<file path="config.mk">
export PLATFORM = sky130hd
export DESIGN_NAME = flow_led_gen
export DESIGN_NICKNAME = d
export VERILOG_FILES = /design/src/rtl/flow_led_pkg.sv /design/src/rtl/flow_led_tick.sv /design/src/rtl/flow_led_gen.sv
export SDC_FILE = /design/constraint.sdc
export NUM_CORES = 1
export LEC_CHECK = 0
export ABC_AREA = 1
export BUFFER_PORTS_ARGS = -buffer_cell sky130_fd_sc_hd__buf_2
export CELL_PAD_IN_SITES_DETAIL_PLACEMENT = 1
export CELL_PAD_IN_SITES_GLOBAL_PLACEMENT = 2
export CORE_AREA = 2 2 89 91
export DETAILED_ROUTE_END_ITERATION = 16
export DIE_AREA = 0 0 91 93
export PLACE_DENSITY_LB_ADDON = 0.1
export SYNTH_ARGS = -nofsm -noshare
export SYNTH_HDL_FRONTEND = slang
export SYNTH_HIERARCHICAL = 1
export SYNTH_SLANG_ARGS = --single-unit
</file>
<file path="constraint.sdc">
create_clock -name sys_clk -period 4.05 [get_ports sys_clk]
set_input_delay 0.81 -clock sys_clk [delete_from_list [all_inputs] [get_ports sys_clk]]
set_output_delay 0.81 -clock sys_clk [all_outputs]
set_load 0.02 [all_outputs]
</file>
<file path="src/rtl/flow_led_pkg.sv">
// Shared constants for the flow-LED pattern engine: pattern mode codes and
// ping-pong direction.
package flow_led_pkg;

  localparam logic [1:0] MODE_ROL   = 2'd0;
  localparam logic [1:0] MODE_ROR   = 2'd1;
  localparam logic [1:0] MODE_PING  = 2'd2;
  localparam logic [1:0] MODE_BLINK = 2'd3;

  typedef enum logic {
    DIR_LEFT  = 1'b0,
    DIR_RIGHT = 1'b1
  } dir_e;

endpackage

</file>
<file path="src/rtl/flow_led_tick.sv">
// Prescaler for the flow-LED engine: emits a combinational tick once every
// (CNT_MAX >> speed) + 1 enabled cycles.
module flow_led_tick #(
  parameter int unsigned     CNT_W   = 25,
  parameter logic [CNT_W-1:0] CNT_MAX = 25'd24_999_999
) (
  input  logic       sys_clk,
  input  logic       sys_rst,
  input  logic       clr,
  input  logic       en,
  input  logic [1:0] speed,
  output logic       tick
);

  logic [CNT_W-1:0] cnt;
  logic [CNT_W-1:0] limit;

  // >= rather than == so that lowering the limit mid-period ticks at once.
  always_comb begin
    limit = CNT_MAX >> speed;
    tick  = en && (cnt >= limit);
  end

  always_ff @(posedge sys_clk) begin
    if (sys_rst || clr) begin
      cnt <= '0;
    end else if (tick) begin
      cnt <= '0;
    end else if (en) begin
      cnt <= cnt + CNT_W'(1);
    end
  end

endmodule

</file>
<file path="src/rtl/flow_led_gen.sv">
// Flow-LED pattern engine: drives LED_NUM LEDs with rotate-left/right,
// ping-pong or blink-all patterns advanced by a prescaled tick.
module flow_led_gen
  import flow_led_pkg::*;
#(
  parameter int unsigned      LED_NUM = 8,
  parameter int unsigned      CNT_W   = 25,
  parameter logic [CNT_W-1:0] CNT_MAX = 25'd24_999_999
) (
  input  logic               sys_clk,
  input  logic               sys_rst,
  input  logic [1:0]         mode,
  input  logic [1:0]         speed,
  input  logic               pause,
  output logic [LED_NUM-1:0] led,
  output logic               step
);

  if (LED_NUM < 2) begin : g_led_num_check
    $error("flow_led_gen: LED_NUM must be at least 2");
  end

  localparam logic [LED_NUM-1:0] LED_LSB = LED_NUM'(1);
  localparam logic [LED_NUM-1:0] LED_MSB = LED_LSB << (LED_NUM - 1);

  logic [1:0]         mode_q;
  dir_e               dir;
  dir_e               dir_next;
  logic [LED_NUM-1:0] led_next;
  logic               step_next;
  logic               mode_chg;
  logic               tick;

  assign mode_chg = (mode != mode_q);

  flow_led_tick #(
    .CNT_W   (CNT_W),
    .CNT_MAX (CNT_MAX)
  ) u_tick (
    .sys_clk (sys_clk),
    .sys_rst (sys_rst),
    .clr     (mode_chg),
    .en      (!pause),
    .speed   (speed),
    .tick    (tick)
  );

  // Mode change wins over tick; pause is folded into tick via the prescaler enable.
  always_comb begin
    led_next  = led;
    dir_next  = dir;
    step_next = 1'b0;
    if (mode_chg) begin
      dir_next = DIR_LEFT;
      case (mode)
        MODE_ROR:   led_next = LED_MSB;
        MODE_BLINK: led_next = '1;
        default:    led_next = LED_LSB;
      endcase
    end else if (tick) begin
      step_next = 1'b1;
      case (mode_q)
        MODE_ROL: led_next = {led[LED_NUM-2:0], led[LED_NUM-1]};
        MODE_ROR: led_next = {led[0], led[LED_NUM-1:1]};
        MODE_PING: begin
          // Reverse at the ends so each end LED is lit once per bounce.
          if (dir == DIR_LEFT) begin
            if (led[LED_NUM-1]) begin
              dir_next = DIR_RIGHT;
              led_next = led >> 1;
            end else begin
              led_next = led << 1;
            end
          end else begin
            if (led[0]) begin
              dir_next = DIR_LEFT;
              led_next = led << 1;
            end else begin
              led_next = led >> 1;
            end
          end
        end
        default: led_next = ~led;
      endcase
    end
  end

  always_ff @(posedge sys_clk) begin
    if (sys_rst) begin
      led    <= LED_LSB;
      step   <= 1'b0;
      dir    <= DIR_LEFT;
      mode_q <= MODE_ROL;
    end else begin
      led    <= led_next;
      step   <= step_next;
      dir    <= dir_next;
      mode_q <= mode;
    end
  end

endmodule

</file>
# After elaboration in Yosys (flattened, before gate mapping)
# Cells that the tools add are included.
word_totals:
  regBits: 37
  out_inout_bits: 9
  word_cells: 33
classes:
  n_addsub: 1
  magnitude_cmp: 1
  eq_ne: 5
  shift: 1
  muxes: 11
  n_bitwise: 1
  n_reduce_logical: 8
op_table:
  columns: ["op", "count"]
  rows:
  - ["$mux W8", 5]
  - ["$add A25 B1 Y25 const B", 1]
  - ["$ge A25 B25 Y1", 1]
  - ["$shr A25 B2 Y25 const A", 1]
  - ["$pmux W8 S3", 1]
  - ["$pmux W8 S2", 1]
  - ["$not A8 Y8", 1]
  - ["$eq A2 B1 Y1 const B", 2]
  - ["$eq A2 B2 Y1 const B", 2]
  - ["$mux W1", 4]
  - ["$reduce_or A2 Y1", 2]
  - ["$logic_not A2 Y1", 1]
  - ["$ne A2 B2 Y1", 1]
  - ["$reduce_and A2 Y1", 1]
  - ["$reduce_bool A2 Y1", 1]
  - ["$logic_and A1 B1 Y1", 1]
  - ["$logic_not A1 Y1", 1]
  - ["$logic_or A1 B1 Y1", 1]

# Depth between registers and ports, before layout
# Gate-level depths: netlist of the first run.
depth:
  depth_word: 5
  depth_mapped: 19
  depth_no_buf: 19

# Hierarchy
# The synthesis of the first run kept the hierarchy.
modules_own_cells:
  columns: ["module", "n_inst", "cells_per_inst", "area_each_um2", "seq_area_each_um2"]
  rows:
  - ["flow_led_tick", 1, 269, 1941.9, 500.5]
  - ["flow_led_gen", 1, 114, 733.2, 240.2]

# Worst setup path after synthesis of the first run
# Ideal clock, no wire load.
synth_path:
  kind: "input to register"
  from: "input speed[1]"
  to: "register led[7]"
  setup_ns: 0.070
  t_arrival_ns: 2.510
  t_required_ns: 3.980
  slack_ns: 1.470
  path_stages: 17
  cell_sequence: "inv_1 > nor2_1 > ha_1 > nand2_1 > inv_1 > nand2_1 > nor2_1 > nor2_1 > nand2_1 > a21oi_2 > nand3_1 > nand2_2 > inv_1 > inv_1 > nand3_1 > o21a_1 > a21oi_1"
synth_between:
  elab_chain_len: 4
synth_rtl:
  columns: ["element", "line", "source"]
  rows:
  - ["start: declaration", "flow_led_gen.sv:13", "input logic [1:0] speed,"]
  - ["$shr A25 B2 Y25", "flow_led_tick.sv:20", "limit = CNT_MAX >> speed;"]
  - ["$ge A25 B25 Y1", "flow_led_tick.sv:21", "tick = en && (cnt >= limit);"]
  - ["$logic_and A1 B1 Y1", "flow_led_tick.sv:21", null]
  - ["via tick", "flow_led_gen.sv:32", "logic tick;"]
  - ["$reduce_bool A2 Y1 (no source line)", null, null]
  - ["end signal: assignment", "flow_led_gen.sv:95", "led <= led_next;"]
  - ["end: declaration", "flow_led_gen.sv:15", "output logic [LED_NUM-1:0] led,"]
# The timed path passes the listed nets, and every way through them passes these cells.
# A chain may end at the register's enable or synchronous reset.

# Final worst setup path of the first run
layout_path:
  from: "input speed[0]"
  to: "register led[6]"
# Same word-level chain as after synthesis.

==> results of run 1 <==
how the worst max path moves through the flow:
| stage | cells after the start | slack, ns | start | end |
|---|---|---|---|---|
| floorplan | 17 | 1.47 | speed[1] | led[7] |
| global placement | 18 | 0.81 | speed[0] | led[2] |
| detailed placement | 19 | 0.71 | speed[0] | led[4] |
| CTS | 19 | 1.01 | speed[0] | led[6] |
| global route | 18 | 0.78 | speed[0] | led[3] |
| finish | 19 | 1.07 | speed[0] | led[6] |
per-stage QoR:
stage	hold slack [ns]	cells	cell area, sq um	util [%]	worst slack (ns)
finish	0.573	501	2930	38.9	1.07
global route	0.637	501	2930	38.9	0.781
CTS	0.579	501	2930	38.9	1.01
detailed placement	0.565	493	2810	37.3	0.710
global placement	0.555	493	2810	37.3	0.814
floorplan	0.523	383	2680	-	1.47
flip-flops by register name, indices dropped and copies added, names as in the netlist:
name and cells:
u_tick/cnt 25, led 8, mode_q 2, dir 1
step 1
cell type report:
type                            instances  area, sq um  area share [%]
Tap cell                              102          128            4.36
Inverter                               51          191            6.54
Clock inverter                          1         30.0            1.03
Clock buffer                            7         86.3            2.95
Timing Repair Buffer                   15         75.1            2.57
Sequential cell                        37          741            25.3
Multi-Input combinational cell        288         1680            57.2
cells in the mapped netlist (3+ instances only):
cell type / count / share of area (%)
a21oi_1: 15 / 2.8
buf_6: 3 / 1.3
dfxtp_1: 37 / 28
ha_1: 15 / 7.0
inv_1: 46 / 6.5
inv_2: 5 / 0.70
nand2_1: 74 / 10
nand2_2: 5 / 1.2
nand3_1: 44 / 8.2
nand4_1: 10 / 2.3
nor2_1: 38 / 5.3
nor2_2: 17 / 4.0
nor2_4: 7 / 2.9
nor3_1: 8 / 1.5
nor3_2: 3 / 1.1
o21ai_0: 11 / 2.1
xnor2_1: 6 / 2.0
xor2_1: 18 / 5.9
worst max-delay path: cells and delay by family:
kind	cells	cell delay, ns
buffers and inverters	7	0.65
adder cells (fa/ha/maj)	1	0.30
AO/OA/AOI/OAI	2	0.26
AND/OR/NAND/NOR	9	1.18
cells by family (layout without fill, tap and decap cells):
| group | count (synthesis) | in the layout | share of synthesized area [%] |
|---|---|---|---|
| AOI/OAI and AO/OA | 32 | 32 | 6.50 |
| xor gates and xnor gates | 25 | 25 | 8.47 |
| adders and majority gates | 15 | 15 | 7.02 |
| buffers and inverters | 58 | 74 | 9.68 |
| DFF | 37 | 37 | 27.7 |
| muxes | 1 | 1 | 0.374 |
| and+or+nand+nor | 215 | 215 | 40.3 |
metal layers:
| metal | up-vias | track usage (%) | routed length [um] |
|---|---|---|---|
| met1 | 1162 | 22.7 | 3420 |
| li1 | 1265 | - | - |
| met3 | 6 | 2.34 | 203 |
| met4 | 0 | 4.17 | 68 |
| met5 | - | 0 | 0 |
| met2 | 26 | 34.0 | 3730 |
power by group through the flow:
| stage | registers [mW] | logic [mW] | clock network [mW] |
|---|---|---|---|
| after global routing | 0.393 | 0.132 | 0.363 |
| after detailed placement | 0.398 | 0.119 | 0 |
| after CTS | 0.390 | 0.119 | 0.348 |
| final | 0.390 | 0.117 | 0.333 |
| after global placement | 0.399 | 0.117 | 0 |
| after floorplan | 0.403 | 0.0810 | 0 |
==> impl_metrics.py, run 1 <==
metrics = {
    "clock_network": {
        "cts_buffers": 5,
        "clockBufferDepth": 2,
        "cts_tree": "done",
        "hold_buffers": 0,
        "cts-resized-gates": 0,
        "htree_levels": 2,
        "insertion_delay_ns": 0.28,
        "cts.sinks": 37,
        "cts_root_buffer": "clkbuf_8",
        "post_cts_buffers": 0,
        "path_clk_slew_ns": 0.07,
    },
    "power_and_ir_drop": {
        "p_per_area_nw_per_um2": 287,
        "peakVddDrop_mv": 0.157,
        "power.switching_mw": 0.227,
        "p_seq_share_pct": 46.4,
        "p_clk_share_pct": 39.7,
        "power_mw": 0.840,
        "intPower_mw": 0.612,
        "leakage_nw": 1.25,
        "swShare_pct": 27.1,
        "p_comb_share_pct": 13.9,
    },
    "timing": {
        "maxSlewHeadroom_pct": 65.6,
        "finalCriticalPeriod_ns": 2.98,
        "tightest_slew_ns": 0.516,
        "hold_viol_final": 0,
        "period_share_pct": 73.6,
        "finalSetupViolCount": 0,
        "rsz0062_at_grt": "no",
        "fmax_mhz": 335,
        "finalSetupTns_ns": 0,
        "fin_skew_ns": 0.00246,
        "drv_slew": 0,
    },
    "route": {
        "antenna_left": 0,
        "via_per_inst": 4.91,
        "drc": 0,
        "first_pass_iters": 4,
        "drt_iter0_markers": 91,
        "wl_per_cell_um": 14.8,
        "routed_wl_mm": 7.42,
        "route.vias.total": 2459,
    },
    "placed_design": {
        "portBuffers": 15,
        "dp_hpwl_mm": 6.05,
        "gp_congestion": 0.867,
    },
    "logic_synthesis": {
        "synth_cells": 383,
        "seq_area_frac_synth_pct": 27.7,
        "synth-edff-count": 0,
        "syn_nets": 405,
        "synth.cell_area_sq_um": 2680,
        "synth_flop_cell": "dfxtp_1",
        "synth_cell_types": 35,
        "synth-async-reset-ratio_pct": 0,
        "ys_seq_elements": 37,
        "postSynthAreaPerCell_sq_um": 6.98,
        "yosysWarnings": 6,
    },
    "cells_and_area": {
        "mostFrequentLayoutCell": "nand2_1",
        "area_growth_pct": 9.40,
        "nets": 420,
        "drive_above_1_share_pct": 17.0,
        "mostFrequentLayoutCells": "nand2_1 (74), inv_1 (46), nand3_1 (44)",
        "nFillCells": 1009,
        "insertedDiodeCount": 0,
    },
    "global_route": {
        "grt_pass1_vias": 2569,
        "grt_pass1_wl_mm": 12.5,
        "grt-ovfl-total": 0,
        "grt_max_degree": 26,
        "antenna_found_initial": 0,
        "track_usage_pct": 18.4,
    },
    "floorplanning": {
        "core_sq_um": 7530,
        "start_util_pct": 35.5,
        "die_h_um": 93,
        "die-area_sq_um": 8460,
        "die_w_um": 91,
        "io_pins": 16,
        "rows": 32,
    },
    "hold_path": {
        "worstHoldPathCells": 4,
        "hp-start": "u_tick/cnt[24]",
        "min_to": "u_tick/cnt[24]",
        "hold_class": "flip-flop to flip-flop",
    },
    "worst_setup_path": {
        "cp-end-kind": "flip-flop",
        "cp-start-kind": "primary input",
        "required_ns": 4.27,
        "rr_worst_depth": 14,
        "rrSetupSlack_ns": 1.67,
        "cp_slowest_stage_delay_ns": 0.30,
        "cp_cell_sequence": "buf_2, inv_2, nor2_1, inv_1, ha_1, nand2_1, nand3b_1, nand2_1, inv_1, nand2_1, a21oi_2, nand3_1, nand2_2, inv_1, inv_1, nand3_1, nand2_1, inv_2, a21oi_1",
        "reg2reg_from": "u_tick/cnt[20]",
        "critPathKind": "primary input to flip-flop",
        "r2r-end": "led[6]",
        "crit_arrival_ns": 3.20,
        "cp_max_fo": 9,
        "slowest_stage": "ha_1",
    },
    "status": {
        "outcome": "finished clean",
    },
    "run": {
        "maxCapViolCount": 0,
    },
}
Note: power is estimated with default switching activity, not from simulation.
==> inputs of run 2 (changes only) <==
- CORE_AREA: 2 2 89 91 -> 2 2 91 93
- DIE_AREA: 0 0 91 93 -> 0 0 93 95
- clock period: 4.05 -> 2.85 ns (I/O delays scaled with it)
==> run 2 against run 1 <==
  * Critical path type unchanged
  * Largest power group unchanged
  * Clock skew rose by 0.0087 ns
  * Core utilization fell by 0.83 points
  * Cell count rose by 2.2%
  * Global-route usage rose by 0.30 points
  * Combinational power rose by 55%
  * Sequential share of layout area fell by 0.76 points
  * Hold slack got worse by 0.060 ns
  * Worst setup slack got worse by 0.72 ns
  * First-iteration DRC count fell by 26%
  * Power rose by 44%
==> impl_metrics.py, run 2 (same netlist as run 1, synthesis figures left out) <==
metrics = {
    "timing": {
        "maxSlewHeadroom_pct": 70.1,
        "finalSetupViolCount": 0,
        "fin_hold_ws_ns": 0.513,
        "fin_skew_ns": 0.0112,
        "fmax_mhz": 400,
        "hold_viol_final": 0,
        "drv_slew": 0,
        "tightest_slew_ns": 0.447,
        "rsz0062_at_grt": "no",
        "fin_ws_ns": 0.347,
        "finalCriticalPeriod_ns": 2.50,
        "period_share_pct": 87.8,
    },
    "route": {
        "antenna_left": 0,
        "wl_per_cell_um": 14.6,
        "routed_wl_mm": 7.47,
        "drc": 0,
        "via_per_inst": 4.87,
        "route.vias.total": 2492,
        "first_pass_iters": 4,
        "drt_iter0_markers": 67,
    },
    "power_and_ir_drop": {
        "leakage_nw": 1.30,
        "peakVddDrop_mv": 0.197,
        "p_per_area_nw_per_um2": 401,
    },
    "clock_network": {
        "cts.sinks": 37,
        "cts_root_buffer": "clkbuf_8",
        "hold_buffers": 0,
        "path_clk_slew_ns": 0.08,
        "insertion_delay_ns": 0.30,
        "cts_tree": "done",
        "htree_levels": 2,
        "clockBufferDepth": 2,
        "post_cts_buffers": 0,
        "cts_buffers": 5,
    },
    "floorplanning": {
        "die_w_um": 93,
        "core_sq_um": 7930,
        "die-area_sq_um": 8840,
        "die_h_um": 95,
        "rows": 33,
        "io_pins": 16,
        "start_util_pct": 33.7,
    },
    "global_route": {
        "grt_max_degree": 15,
        "grt_pass1_vias": 2594,
        "grt_pass1_wl_mm": 12.9,
        "grt-ovfl-total": 0,
        "antenna_found_initial": 0,
        "track_usage_pct": 18.7,
    },
    "worst_setup_path": {
        "cp_max_fo": 6,
        "rrSetupSlack_ns": 0.48,
        "crit_arrival_ns": 2.69,
        "required_ns": 3.03,
        "cp-end-kind": "flip-flop",
        "critPathKind": "primary input to flip-flop",
        "rr_worst_depth": 16,
        "crit_path_end": "led[6]",
        "r2r-end": "led[6]",
        "cp-start-kind": "primary input",
        "reg2reg_from": "u_tick/cnt[14]",
        "crit_start": "speed[1]",
    },
    "cells_and_area": {
        "nets": 428,
        "insertedDiodeCount": 0,
        "finalNonFillerCells": 512,
        "mostFrequentLayoutCell": "nand2_1",
        "max_flop_register": "u_tick/cnt",
        "final_area_sq_um": 3020,
        "drive_above_1_share_pct": 19.4,
        "area_growth_pct": 12.8,
        "mostFrequentLayoutCells": "nand2_1 (74), inv_1 (46), nand3_1 (44)",
        "top_regs": "u_tick/cnt (25), led (8), mode_q (2)",
        "largest_reg_flops": 25,
    },
    "placed_design": {
        "portBuffers": 15,
        "dp_hpwl_mm": 6.06,
        "placedCellCount": 504,
        "dpl-instance-area_sq_um": 2900,
        "gp_congestion": 0.761,
        "pre_cts_ws_ns": -0.0399,
    },
    "status": {
        "outcome": "finished clean",
    },
    "run": {
        "maxCapViolCount": 0,
    },
    "hold_path": {
        "hold_class": "primary input to flip-flop",
    },
}
## run 2: cell types whose count changed in the layout (fill, tap and decap cells not counted), sizes merged
cell / previous run / this run
clkinv: 0 / 1
buf: 15 / 23
inv: 51 / 52
clkbuf: 7 / 5
## run 2: area by class of cell
| type | count | area, sq um |
|---|---|---|
| inverters | 51 | 191 |
| fillers | 1036 | 4910 |
| well taps | 105 | 131 |
| repair buffers | 23 | 160 |
| clock buffers | 5 | 68.8 |
| clock inverters | 3 | 43.8 |
| flip-flops and latches | 37 | 741 |
| multi-input cells | 288 | 1680 |
## run 2: through the flow
stage	total power [mW]	utilization, %	TNS [ns]
after floorplan	0.688	-	0
after global placement	0.748	36.6	-0.210
after detailed placement	0.749	36.6	-0.214
after CTS	1.23	38.0	0
after global routing	1.27	38.1	0
final	1.21	38.1	0
## run 2: metal layers
| metal | global-route usage (%) | vias to the layer above | routed length [um] |
|---|---|---|---|
| met5 | 0 | - | 0 |
| met4 | 5.88 | 0 | 142 |
| met3 | 3.11 | 11 | 152 |
| met2 | 31.5 | 22 | 3510 |
| met1 | 24.4 | 1182 | 3670 |
| li1 | - | 1277 | - |
## run 2: worst min path at each step
| stage | slack [ns] | depth (start not counted) | start | to |
|---|---|---|---|---|
| finish | 0.51 | 3 | mode[0] | mode_q[0] |
| detailed placement | 0.57 | 4 | u_tick/cnt[24] | u_tick/cnt[24] |
| CTS | 0.51 | 3 | mode[0] | mode_q[0] |
| global route | 0.51 | 3 | mode[0] | mode_q[0] |
| global placement | 0.56 | 4 | u_tick/cnt[24] | u_tick/cnt[24] |
| floorplan | 0.52 | 4 | u_tick/cnt[24] | u_tick/cnt[24] |
## run 2: report_power, final
| part | switching (mW) | total [mW] | leakage [nW] | internal (mW) |
|---|---|---|---|---|
| clock network | 0.211 | 0.474 | 0.0585 | 0.263 |
| logic | 0.117 | 0.181 | 0.938 | 0.0646 |
| registers | 0.0232 | 0.554 | 0.300 | 0.531 |
## run 2: timing repair
| action | CTS | global route |
|---|---|---|
| endpoints found under the setup margin | 0 | 1 |
| resized for setup | 0 | 2 |
| hold endpoints to repair | 0 | 0 |
## run 2: worst max-delay path, cell delays in order
cell	delay (ns)
buf_2	0.14
inv_1	0.15
nand2_4	0.11
ha_1	0.32
nand2_1	0.12
nand3b_1	0.11
nand2_1	0.05
inv_1	0.06
nand2_1	0.07
a21oi_2	0.12
nand3_1	0.10
nand2_2	0.10
inv_1	0.05
inv_1	0.06
nand3_1	0.14
buf_4	0.19
o21ai_0	0.16
a21oi_1	0.06
==> inputs of run 3 (changes only) <==
- PLACE_DENSITY: not set -> 0.76
- PLACE_DENSITY_LB_ADDON: 0.1 -> not set
==> run 3 against run 2 <==
  * Via count is 0.44% lower
  * Flip-flop and latch count stayed put
  * Cell area is 0.25% lower
  * Routed wire length is 5.2% lower
  * Clock power is 1% higher
  * Register-to-register slack better by 0.14 ns
  * Die area stayed put
==> impl_metrics.py, run 3 (same netlist as run 1, synthesis figures left out) <==
metrics = {
    "worst_setup_path": {
        "rr_worst_depth": 16,
        "cp_slowest_stage_delay_ns": 0.28,
        "required_ns": 3.08,
        "critPathKind": "primary input to flip-flop",
        "rrSetupSlack_ns": 0.62,
        "crit_arrival_ns": 2.65,
        "cp_max_fo": 9,
        "r2r-end": "led[6]",
        "crit_path_end": "led[6]",
        "cp-end-kind": "flip-flop",
        "crit_start": "speed[1]",
        "cp-start-kind": "primary input",
        "reg2reg_from": "u_tick/cnt[14]",
        "slowest_stage": "ha_1",
        "cp_cell_sequence": "buf_2, inv_1, nor2_1, ha_1, nand2_1, inv_1, nand2_1, nor2_1, nor2_1, nand2_1, a21oi_2, nand3_1, nand2_2, inv_1, inv_1, nand3_2, nand2_1, inv_2, a21oi_1",
    },
    "clock_network": {
        "cts_tree": "done",
        "cts.sinks": 37,
        "hold_buffers": 0,
        "clockBufferDepth": 2,
        "htree_levels": 2,
        "path_clk_slew_ns": 0.08,
        "insertion_delay_ns": 0.29,
        "cts_buffers": 5,
        "cts_root_buffer": "clkbuf_8",
        "post_cts_buffers": 0,
    },
    "cells_and_area": {
        "drive_above_1_share_pct": 18.8,
        "finalNonFillerCells": 510,
        "largest_reg_flops": 25,
        "top_regs": "u_tick/cnt (25), led (8), mode_q (2)",
        "max_flop_register": "u_tick/cnt",
        "insertedDiodeCount": 0,
        "nets": 426,
        "mostFrequentLayoutCell": "nand2_1",
        "mostFrequentLayoutCells": "nand2_1 (74), inv_1 (46), nand3_1 (43)",
        "area_growth_pct": 12.5,
    },
    "power_and_ir_drop": {
        "p_per_area_nw_per_um2": 402,
        "power_mw": 1.21,
        "swShare_pct": 27.4,
        "power.switching_mw": 0.332,
        "p_seq_share_pct": 45.8,
        "p_clk_share_pct": 39.7,
        "leakage_nw": 1.29,
        "p_comb_share_pct": 14.4,
        "peakVddDrop_mv": 0.218,
        "intPower_mw": 0.878,
    },
    "status": {
        "outcome": "finished clean",
    },
    "timing": {
        "fin_skew_ns": 0.00602,
        "finalSetupViolCount": 0,
        "drv_slew": 0,
        "fmax_mhz": 412,
        "fin_ws_ns": 0.421,
        "maxSlewHeadroom_pct": 67.0,
        "tightest_slew_ns": 0.488,
        "hold_viol_final": 0,
        "finalCriticalPeriod_ns": 2.43,
        "period_share_pct": 85.2,
        "rsz0062_at_grt": "no",
    },
    "placed_design": {
        "portBuffers": 15,
        "gp_congestion": 0.799,
        "pre_cts_ws_ns": -0.0101,
        "dp_hpwl_mm": 5.85,
        "placedCellCount": 502,
    },
    "floorplanning": {
        "rows": 33,
        "core_sq_um": 7930,
        "io_pins": 16,
        "start_util_pct": 33.7,
        "die_h_um": 95,
        "die_w_um": 93,
        "die-area_sq_um": 8840,
    },
    "route": {
        "antenna_left": 0,
        "drc": 0,
        "drt_iter0_markers": 86,
        "first_pass_iters": 4,
        "via_per_inst": 4.86,
        "routed_wl_mm": 7.08,
        "wl_per_cell_um": 13.9,
        "route.vias.total": 2481,
    },
    "global_route": {
        "grt_pass1_wl_mm": 12.0,
        "grt_pass1_vias": 2521,
        "grt_max_degree": 13,
        "track_usage_pct": 17.3,
        "antenna_found_initial": 0,
        "grt-ovfl-total": 0,
    },
    "hold_path": {
        "hold_class": "primary input to flip-flop",
    },
    "run": {
        "maxCapViolCount": 0,
    },
}
## run 3: cell count changes in the layout (fill, tap and decap cells not counted)
cell / previous run / this run
clkbuf_8: 5 / 6
nand3_1: 44 / 43
nand3_2: 1 / 2
clkinvlp_4: 0 / 1
nor2_2: 19 / 17
nor2_1: 36 / 38
buf_4: 6 / 4
inv_6: 1 / 0
clkinv_2: 1 / 0
## run 3: how the worst min path moves through the flow
stage,cells after the start,slack (ns),startpoint,to
after global routing,3,0.52,mode[0],mode_q[0]
after global placement,4,0.56,u_tick/cnt[24],u_tick/cnt[24]
final,3,0.53,mode[0],mode_q[0]
after detailed placement,4,0.58,u_tick/cnt[24],u_tick/cnt[24]
after floorplan,4,0.52,u_tick/cnt[24],u_tick/cnt[24]
after CTS,3,0.51,mode[0],mode_q[0]
## run 3: per-layer routing
metal,track usage [%],share of wire (%),vias to the layer above,wire length [um]
met5,0,0,-,0
met4,4.41,0.89,0,63
met3,2.15,1.5,5,108
met2,32.3,52,17,3700
met1,20.9,45,1181,3200
li1,-,-,1278,-
## run 3: timing repair
item                       in CTS  in global routing
setup endpoints to repair       0                  1
hold endpoints to repair        0                  0
resized for setup               0                  1
## run 3: stage by stage
stage	util [%]	hold WS, ns	TNS (ns)	instance area, sq um
2_1_floorplan	-	0.523	0	2680
3_3_place_gp	36.4	0.558	0	2880
3_5_place_dp	36.4	0.579	-0.0192	2880
4_1_cts	37.9	0.515	0	3000
5_1_grt	38.0	0.524	0	3010
6_report	38.0	0.526	0	3010
## run 3: layout make-up
type	instances	area, sq um
clock inverter	2	37.5
clock buffer	6	82.6
fill	1054	4920
tap	105	131
sequential	37	741
timing repair buffer	21	145
inverter	51	191
multi-input combinational	288	1680
## run 3: worst max-delay path: cells and delay by family
kind,cells,cell delay (ns)
simple gates,10,1.09
buf+inv,6,0.45
fa+ha+maj,1,0.28
compound gates,2,0.26
## run 3: power groups by stage
stage	logic, mW	registers, mW	clock network (mW)
CTS	0.177	0.554	0.499
global route	0.198	0.558	0.525
global placement	0.175	0.567	0
finish	0.175	0.554	0.481
detailed placement	0.177	0.566	0
floorplan	0.115	0.573	0
